==> src/rtl/trace_pkg.sv <==
// Shared kind-bit positions, field widths and the default trace entry layout
// used by the commit trace buffer and its FIFO.
package trace_pkg;

  localparam int unsigned KIND_REG  = 0;
  localparam int unsigned KIND_MEM  = 1;

  localparam int unsigned KIND_W    = 2;
  localparam int unsigned REG_NUM_W = 5;
  localparam int unsigned ADDR_W    = 9;
  localparam int unsigned DATA_W    = 32;
  localparam int unsigned TS_W      = 16;
  localparam int unsigned DROP_W    = 16;

  typedef struct packed {
    logic [KIND_W-1:0]    kind;
    logic [REG_NUM_W-1:0] reg_num;
    logic [DATA_W-1:0]    reg_data;
    logic [ADDR_W-1:0]    addr;
    logic [DATA_W-1:0]    wr_data;
    logic [TS_W-1:0]      ts;
  } trace_entry_t;

endpackage

==> src/rtl/trace_fifo.sv <==
// Synchronous FIFO of trace entries; a push while full is taken when a pop
// frees the head slot on the same edge.
module trace_fifo
  import trace_pkg::*;
#(
  parameter int unsigned DEPTH = 16,
  parameter type entry_t = trace_entry_t
) (
  input  logic                   clk,
  input  logic                   rst_n,
  input  logic                   push,
  input  logic                   pop,
  input  entry_t                 din,
  output entry_t                 dout,
  output logic [$clog2(DEPTH):0] count,
  output logic                   full,
  output logic                   empty
);

  localparam int unsigned PTR_W = $clog2(DEPTH);
  localparam logic [PTR_W:0] FULL_CNT = (PTR_W+1)'(DEPTH);

  logic [PTR_W-1:0] wr_ptr;
  logic [PTR_W-1:0] rd_ptr;
  entry_t           mem [DEPTH];
  logic             do_push;
  logic             do_pop;

  assign full    = (count == FULL_CNT);
  assign empty   = (count == '0);
  assign do_pop  = pop && !empty;
  assign do_push = push && (!full || do_pop);
  assign dout    = mem[rd_ptr];

  always_ff @(posedge clk or negedge rst_n) begin
    if (!rst_n) begin
      wr_ptr <= '0;
      rd_ptr <= '0;
      count  <= '0;
      for (int unsigned i = 0; i < DEPTH; i++) mem[i] <= '0;
    end else begin
      if (do_push) begin
        mem[wr_ptr] <= din;
        wr_ptr      <= wr_ptr + PTR_W'(1);
      end
      if (do_pop) rd_ptr <= rd_ptr + PTR_W'(1);
      case ({do_push, do_pop})
        2'b10:   count <= count + (PTR_W+1)'(1);
        2'b01:   count <= count - (PTR_W+1)'(1);
        default: count <= count;
      endcase
    end
  end

endmodule

==> src/rtl/commit_trace_buffer.sv <==
// Captures register writes (x1-x31) and stores as timestamped trace entries
// and queues them for a valid/ready consumer; overflow drops and counts.
module commit_trace_buffer
  import trace_pkg::*;
#(
  parameter int unsigned DATA_W = 32,
  parameter int unsigned DEPTH  = 16,
  parameter int unsigned TS_W   = 16
) (
  input  logic                   clk,
  input  logic                   reset,
  input  logic                   trace_en,
  input  logic                   reg_write_sig,
  input  logic [REG_NUM_W-1:0]   reg_num,
  input  logic [DATA_W-1:0]      reg_data,
  input  logic                   wr,
  input  logic [ADDR_W-1:0]      addr,
  input  logic [DATA_W-1:0]      wr_data,
  input  logic                   clear,
  output logic                   out_valid,
  input  logic                   out_ready,
  output logic [KIND_W-1:0]      out_kind,
  output logic [REG_NUM_W-1:0]   out_reg_num,
  output logic [DATA_W-1:0]      out_reg_data,
  output logic [ADDR_W-1:0]      out_addr,
  output logic [DATA_W-1:0]      out_wr_data,
  output logic [TS_W-1:0]        out_ts,
  output logic [$clog2(DEPTH):0] count,
  output logic                   overflow,
  output logic [DROP_W-1:0]      drop_count
);

  // Same layout as trace_entry_t, sized by this instance's parameters.
  typedef struct packed {
    logic [KIND_W-1:0]    kind;
    logic [REG_NUM_W-1:0] reg_num;
    logic [DATA_W-1:0]    reg_data;
    logic [ADDR_W-1:0]    addr;
    logic [DATA_W-1:0]    wr_data;
    logic [TS_W-1:0]      ts;
  } entry_t;

  logic            reg_ev;
  logic            mem_ev;
  logic            push_req;
  logic            pop;
  logic            drop;
  logic            full;
  logic            empty;
  logic [TS_W-1:0] ts;
  entry_t          entry;
  entry_t          head;

  assign reg_ev   = reg_write_sig && (reg_num != '0);
  assign mem_ev   = wr;
  assign push_req = trace_en && (reg_ev || mem_ev);
  assign out_valid = !empty;
  assign pop      = out_valid && out_ready;
  assign drop     = push_req && full && !pop;

  always_comb begin
    entry                = '0;
    entry.kind[KIND_REG] = reg_ev;
    entry.kind[KIND_MEM] = mem_ev;
    if (reg_ev) begin
      entry.reg_num  = reg_num;
      entry.reg_data = reg_data;
    end
    if (mem_ev) begin
      entry.addr    = addr;
      entry.wr_data = wr_data;
    end
    entry.ts = ts;
  end

  trace_fifo #(
    .DEPTH   (DEPTH),
    .entry_t (entry_t)
  ) u_fifo (
    .clk   (clk),
    .rst_n (reset),
    .push  (push_req),
    .pop   (pop),
    .din   (entry),
    .dout  (head),
    .count (count),
    .full  (full),
    .empty (empty)
  );

  assign out_kind     = head.kind;
  assign out_reg_num  = head.reg_num;
  assign out_reg_data = head.reg_data;
  assign out_addr     = head.addr;
  assign out_wr_data  = head.wr_data;
  assign out_ts       = head.ts;

  always_ff @(posedge clk or negedge reset) begin
    if (!reset) ts <= '0;
    else        ts <= ts + TS_W'(1);
  end

  // A drop coinciding with clear restarts the count at one.
  always_ff @(posedge clk or negedge reset) begin
    if (!reset) begin
      overflow   <= 1'b0;
      drop_count <= '0;
    end else if (drop) begin
      overflow <= 1'b1;
      if (clear)                drop_count <= DROP_W'(1);
      else if (drop_count != '1) drop_count <= drop_count + DROP_W'(1);
    end else if (clear) begin
      overflow   <= 1'b0;
      drop_count <= '0;
    end
  end

endmodule
==> config.mk <==
export PLATFORM = sky130hd
export DESIGN_NAME = commit_trace_buffer
export DESIGN_NICKNAME = d
export VERILOG_FILES = /design/src/rtl/trace_pkg.sv /design/src/rtl/trace_fifo.sv /design/src/rtl/commit_trace_buffer.sv
export SDC_FILE = /design/constraint.sdc
export NUM_CORES = 2
export LEC_CHECK = 0
export BUFFER_PORTS_ARGS = -buffer_cell sky130_fd_sc_hd__buf_2
export CAP_MARGIN = 20
export CELL_PAD_IN_SITES_DETAIL_PLACEMENT = 0
export CELL_PAD_IN_SITES_GLOBAL_PLACEMENT = 2
export CORE_MARGIN = 2
export CORE_UTILIZATION = 43
export DETAILED_ROUTE_END_ITERATION = 7
export PLACE_DENSITY_LB_ADDON = 0.15
export SLEW_MARGIN = 20
export SYNTH_ARGS = -nofsm -noshare
export SYNTH_HDL_FRONTEND = slang
export SYNTH_SLANG_ARGS = --single-unit
==> constraint.sdc <==
create_clock -name clk -period 3.05 [get_ports clk]
set_clock_uncertainty 0.1 [all_clocks]
set_input_delay 0.1525 -clock clk [delete_from_list [all_inputs] [get_ports clk]]
set_output_delay 0.1525 -clock clk [all_outputs]
set_load 0.03 [all_outputs]
==> results by stage <==
Power and ir drop:
- The peak ir drop on the vdd network is slightly above 0.7 mV.
- For this design the ratio of total power to cell area is about 1000 nW/um2.
- Summed over all cells, the static leakage comes to approximately 36 nW.

Global routing:
- Global routing used 24.0% of the available tracks.
- The via count of the first global-routing pass is 45557.
- The pin count of the biggest net entering global routing is between 100 and 150.
- The total congestion overflow is 0.
- The global-route wire length before repair is between 200 and 300 mm.
- The initial antenna violation count was 3.

Layout:
- The area overhead of the layout relative to synthesis is 18.3%.
- For this run, the share of the core covered by cells in the final layout is between 50% and 60%.
- After the last flow step, the layout net total stands at 5949.
- Summing all non-filler instances in the final layout gives an area of just over 80000 um2.
- The layout cell share with drive strength beyond 1 is around a quarter.

Floorplanning:
- For this design the top-level I/O count stands at around 200.
- The die covers ~160000 um2.
- Once the floorplan was initialized, standard cells occupied a little over two fifths of the core.
- The area inside the core boundary is approximately 160000 um2.
- After floorplanning, the core was divided into roughly 150 placement rows.
- The height of the die is 403 um.
- The overall die width is around 400 um.

Timing:
- The number of failing hold endpoints at the final stage came to 0.
- The share of the clock period used by the worst path after layout is 110%.
- Once routing completed, OpenROAD measured the worst setup slack at -0.302 ns.
- The final number of max-transition violations was 0.
- The maximum operating frequency is between 200 and 300 MHz.
- Setup violations remaining at the end of the flow were counted as 96.
- The tightest hold path in the finished design has a slack of roughly 0.045 ns.
- The minimum clock period after layout is approximately 3.4 ns.
- At the pin with the least slew margin, the transition time is just over 1 ns.
- Setup repair after global routing could not meet its margin everywhere.
- In this run the tightest slew margin relative to its limit is 31.5%.

Critical path:
- STA puts the critical path data required time at 2.80 ns.
- Setup slack on the worst reg-to-reg path comes out at approximately 0.24 ns.
- Among the stages of the critical path, the cell type that occurs most often is sky130_fd_sc_hd__buf_12.
- The capturing point of the worst reg2reg path is u_fifo.count[4]$_DFFE_PN0P_.
- Among cell families on the critical path, the largest total delay comes from multiplexers.
- The worst setup path category is reg2out.
- The worst-path maximum fanout is 8.
- The startpoint identified for the worst register-to-register timing path is u_fifo.count[1]$_DFFE_PN0P_.
- The count of buffering cells on the critical path with inverters included is 5.
- The largest single stage delay on the critical path is about 0.55 ns.
- The cell count of the worst reg-to-reg path is 9.
- Data arrives at the worst endpoint at a little over 3 ns.
- STA classifies the critical path startpoint as a register.
- The timing startpoint of the critical path is u_fifo.rd_ptr[0]$_DFFE_PN0P_.
- STA classifies the critical path endpoint as an output port.
- The critical path goes through buf_12 -> buf_12 -> buf_12 -> buf_16 -> mux4_2 -> mux4_2 -> buf_6.
- Among all stages on the critical path, the largest delay is contributed by sky130_fd_sc_hd__mux4_2.

Clocking:
- The number of buffers created by CTS is 174.
- The later-pin clock latency in the skew report is 0.78 ns.
- The H-tree was split into 4 levels.
- Clock-pin slew was measured on the worst setup and hold paths at roughly 0.06 ns.
- No sink is reached through more buffers than the 3 on the longest clock path.
- The CTS tree is yes.
- The cell sitting at the root of the clock tree is a sky130_fd_sc_hd__clkbuf_16.
- The clock net sink count is about 1600.

Detailed routing:
- The total iterations of the first detailed-routing run is 6.
- Across all layers, the routed design uses approximately 44000 vias.
- The count of nets left with antenna violations after detail routing is 0.
- In the routed design, unresolved DRC markers number 0.
- Dividing the detail-routed wire length by the instance count gives between 20 and 25 um.
- The vias per cell is about 5.4.
- Wires add up to between 150 and 200 mm.
- The starting DRC count in detailed routing is 3262.

Min path:
- The path category of the worst min-delay check is in2async.

Yosys:
- Counting flops with an async set or reset pin after synthesis yields a share of 100%.
- The sequential-to-total area share from yosys stat is 57.8%.
- The share of synthesized area in the top cell type comes to approximately 58%.
- Each instance of the synthesized netlist takes up on average between 10 and 15 um2.
- In this run, synthesis produced a sequential element count of around 1600.
- Yosys attributes the largest share of cell area to sky130_fd_sc_hd__dfrtp_1 (58%), sky130_fd_sc_hd__mux4_2 (16%), sky130_fd_sc_hd__o21ai_0 (9.4%).
- The synthesized net count is about 5800.
- The post-synthesis cell area is 68500 um2.
- For this run, the leading register cell type out of synthesis is sky130_fd_sc_hd__dfrtp_1.
- The count of cell types in the netlist is 48.
- The post-synthesis cell type with the largest combined area is sky130_fd_sc_hd__dfrtp_1.
- Yosys mapped a number of flops with a built-in enable equal to 0.
- For this run, the number of Yosys warnings is 0.
- After technology mapping, the gate count stands at roughly 5700.

Place:
- Summing all placed instances gives a cell area of ~73000 um2.
- Buffers placed on the I/O ports in this run total about 200.
- Routability-driven placement finished with a final weighted congestion of roughly 0.75.
- The half-perimeter wire length after placement is approximately 110 mm.
- The minimum setup slack after placement is slightly above 0.1 ns.

Run status:
- The final reports fail on negative setup slack.
- The flow ran to the end, but the final reports show violations.

Run:
- The tool flagged a number of max-cap violations equal to 0.
## flip-flops by register name (all words and copies together) (netlist names)
name	count
drop_count	16
u_fifo.wr_ptr	4
u_fifo.count	5
u_fifo.rd_ptr	4
u_fifo.mem	1536
overflow	1
ts	16
## cell usage in the layout (no fill, tap or decap), types with 3 or more instances in the layout
cell / instances
sky130_fd_sc_hd__a211oi_1: 4
sky130_fd_sc_hd__a21oi_1: 9
sky130_fd_sc_hd__and3_1: 7
sky130_fd_sc_hd__and4_1: 4
sky130_fd_sc_hd__buf_12: 115
sky130_fd_sc_hd__buf_16: 32
sky130_fd_sc_hd__buf_2: 127
sky130_fd_sc_hd__buf_4: 84
sky130_fd_sc_hd__buf_6: 81
sky130_fd_sc_hd__buf_8: 4
sky130_fd_sc_hd__bufinv_16: 10
sky130_fd_sc_hd__clkbuf_1: 39
sky130_fd_sc_hd__clkbuf_16: 188
sky130_fd_sc_hd__clkbuf_8: 40
sky130_fd_sc_hd__clkinv_2: 36
sky130_fd_sc_hd__clkinvlp_4: 4
sky130_fd_sc_hd__dfrtp_1: 1578
sky130_fd_sc_hd__dfrtp_4: 4
sky130_fd_sc_hd__diode_2: 3
sky130_fd_sc_hd__dlygate4sd3_1: 78
sky130_fd_sc_hd__ha_1: 10
sky130_fd_sc_hd__inv_1: 8
sky130_fd_sc_hd__inv_6: 4
sky130_fd_sc_hd__mux2_2: 259
sky130_fd_sc_hd__mux4_2: 480
sky130_fd_sc_hd__nand2_1: 1374
sky130_fd_sc_hd__nand3_1: 15
sky130_fd_sc_hd__nand4_1: 21
sky130_fd_sc_hd__nand4_4: 3
sky130_fd_sc_hd__nor2_1: 11
sky130_fd_sc_hd__nor2b_1: 3
sky130_fd_sc_hd__nor3_1: 7
sky130_fd_sc_hd__nor4_1: 3
sky130_fd_sc_hd__o21a_1: 4
sky130_fd_sc_hd__o21ai_0: 1287
sky130_fd_sc_hd__or3_1: 7
sky130_fd_sc_hd__xnor2_1: 18
sky130_fd_sc_hd__xor2_1: 8
## worst min-delay path: cells and delay by family
family / cells / cell delay (ns)
buffers and inverters: 3 / 1.13
## Yosys cell counts, drive strengths merged, types with 3 or more instances
cell type  number
and4            4
ha             10
dfrtp        1582
clkbuf        306
mux4          480
mux2          259
and2            3
nor2           11
or3             8
buf           233
and3            7
a211oi          4
nand4          24
nor4            4
a21oi           9
xnor2          18
nor3            7
nand2        1374
o21a            4
nand3          15
xor2            8
nor2b           3
a21o            3
inv             8
o21ai        1288
## cell type report
type | instances | area [um2]
repair buffers | 528 | 6380
inverters | 8 | 30.0
clock buffers | 261 | 5250
fillers | 13913 | 77200
diodes | 3 | 7.51
well taps | 2072 | 2590
flip-flops and latches | 1582 | 39600
clock inverters | 56 | 571
multi-input cells | 3559 | 26500
## kinds of logic (layout without fill, tap and decap cells)
kind of cell / Yosys count / count (layout) / synth area share (%)
flip-flops: 1582 / 1582 / 57.8
AND/OR/NAND/NOR: 1468 / 1468 / 8.40
AO/OA/AOI/OAI: 1315 / 1315 / 9.70
multiplexers: 739 / 739 / 20.1
buffers and inverters: 547 / 853 / 3.47
XOR/XNOR: 26 / 26 / 0.333
adder cells (fa/ha/maj): 11 / 11 / 0.212
other: 0 / 3 / 0
## repair_timing
| item | 4_1_cts | 5_1_grt |
|---|---|---|
| cloned | 21 | 6 |
| gates resized for setup | 188 | 50 |
| endpoints found under the setup margin | 96 | 96 |
| hold buffers | 79 | 0 |
| endpoints found under the hold margin | 2622 | 0 |
| setup buffers | 24 | 14 |
## through the flow
| step | instances | total power [mW] | setup TNS [ns] |
|---|---|---|---|
| floorplan | 5688 | 48.5 | 0 |
| global placement | 7614 | 56.8 | 0 |
| detailed placement | 7614 | 57.4 | 0 |
| CTS | 8054 | 82.1 | -28.60 |
| global route | 8067 | 86.3 | -30.08 |
| finish | 8069 | 81.5 | -21.40 |
## how the worst max path moves through the flow
stage | endpoint | cells past startpoint
4_1_cts | out_ts[15] | 5
6_report | out_reg_data[13] | 7
3_5_place_dp | u_fifo.count[4]$_DFFE_PN0P_ | 10
3_3_place_gp | u_fifo.count[4]$_DFFE_PN0P_ | 10
5_1_grt | out_reg_data[13] | 7
2_1_floorplan | u_fifo.count[4]$_DFFE_PN0P_ | 9
## power by group
part           leakage (nW)  internal [mW]  switching (mW)
registers              21.2           27.5            3.44
logic                  12.3           14.4            14.8
clock network          2.89           12.7            8.66
total                  36.4           54.6            26.9
## per-layer routing
layer | global-route usage, % | vias up | part of all wire [%]
li1 | - | 20368 | -
met1 | 33.9 | 22491 | 46
met2 | 39.6 | 686 | 49
met3 | 3.34 | 247 | 3.4
met4 | 5.55 | 0 | 2.2
met5 | 0 | - | 0
(Power assumes the default switching activity.)
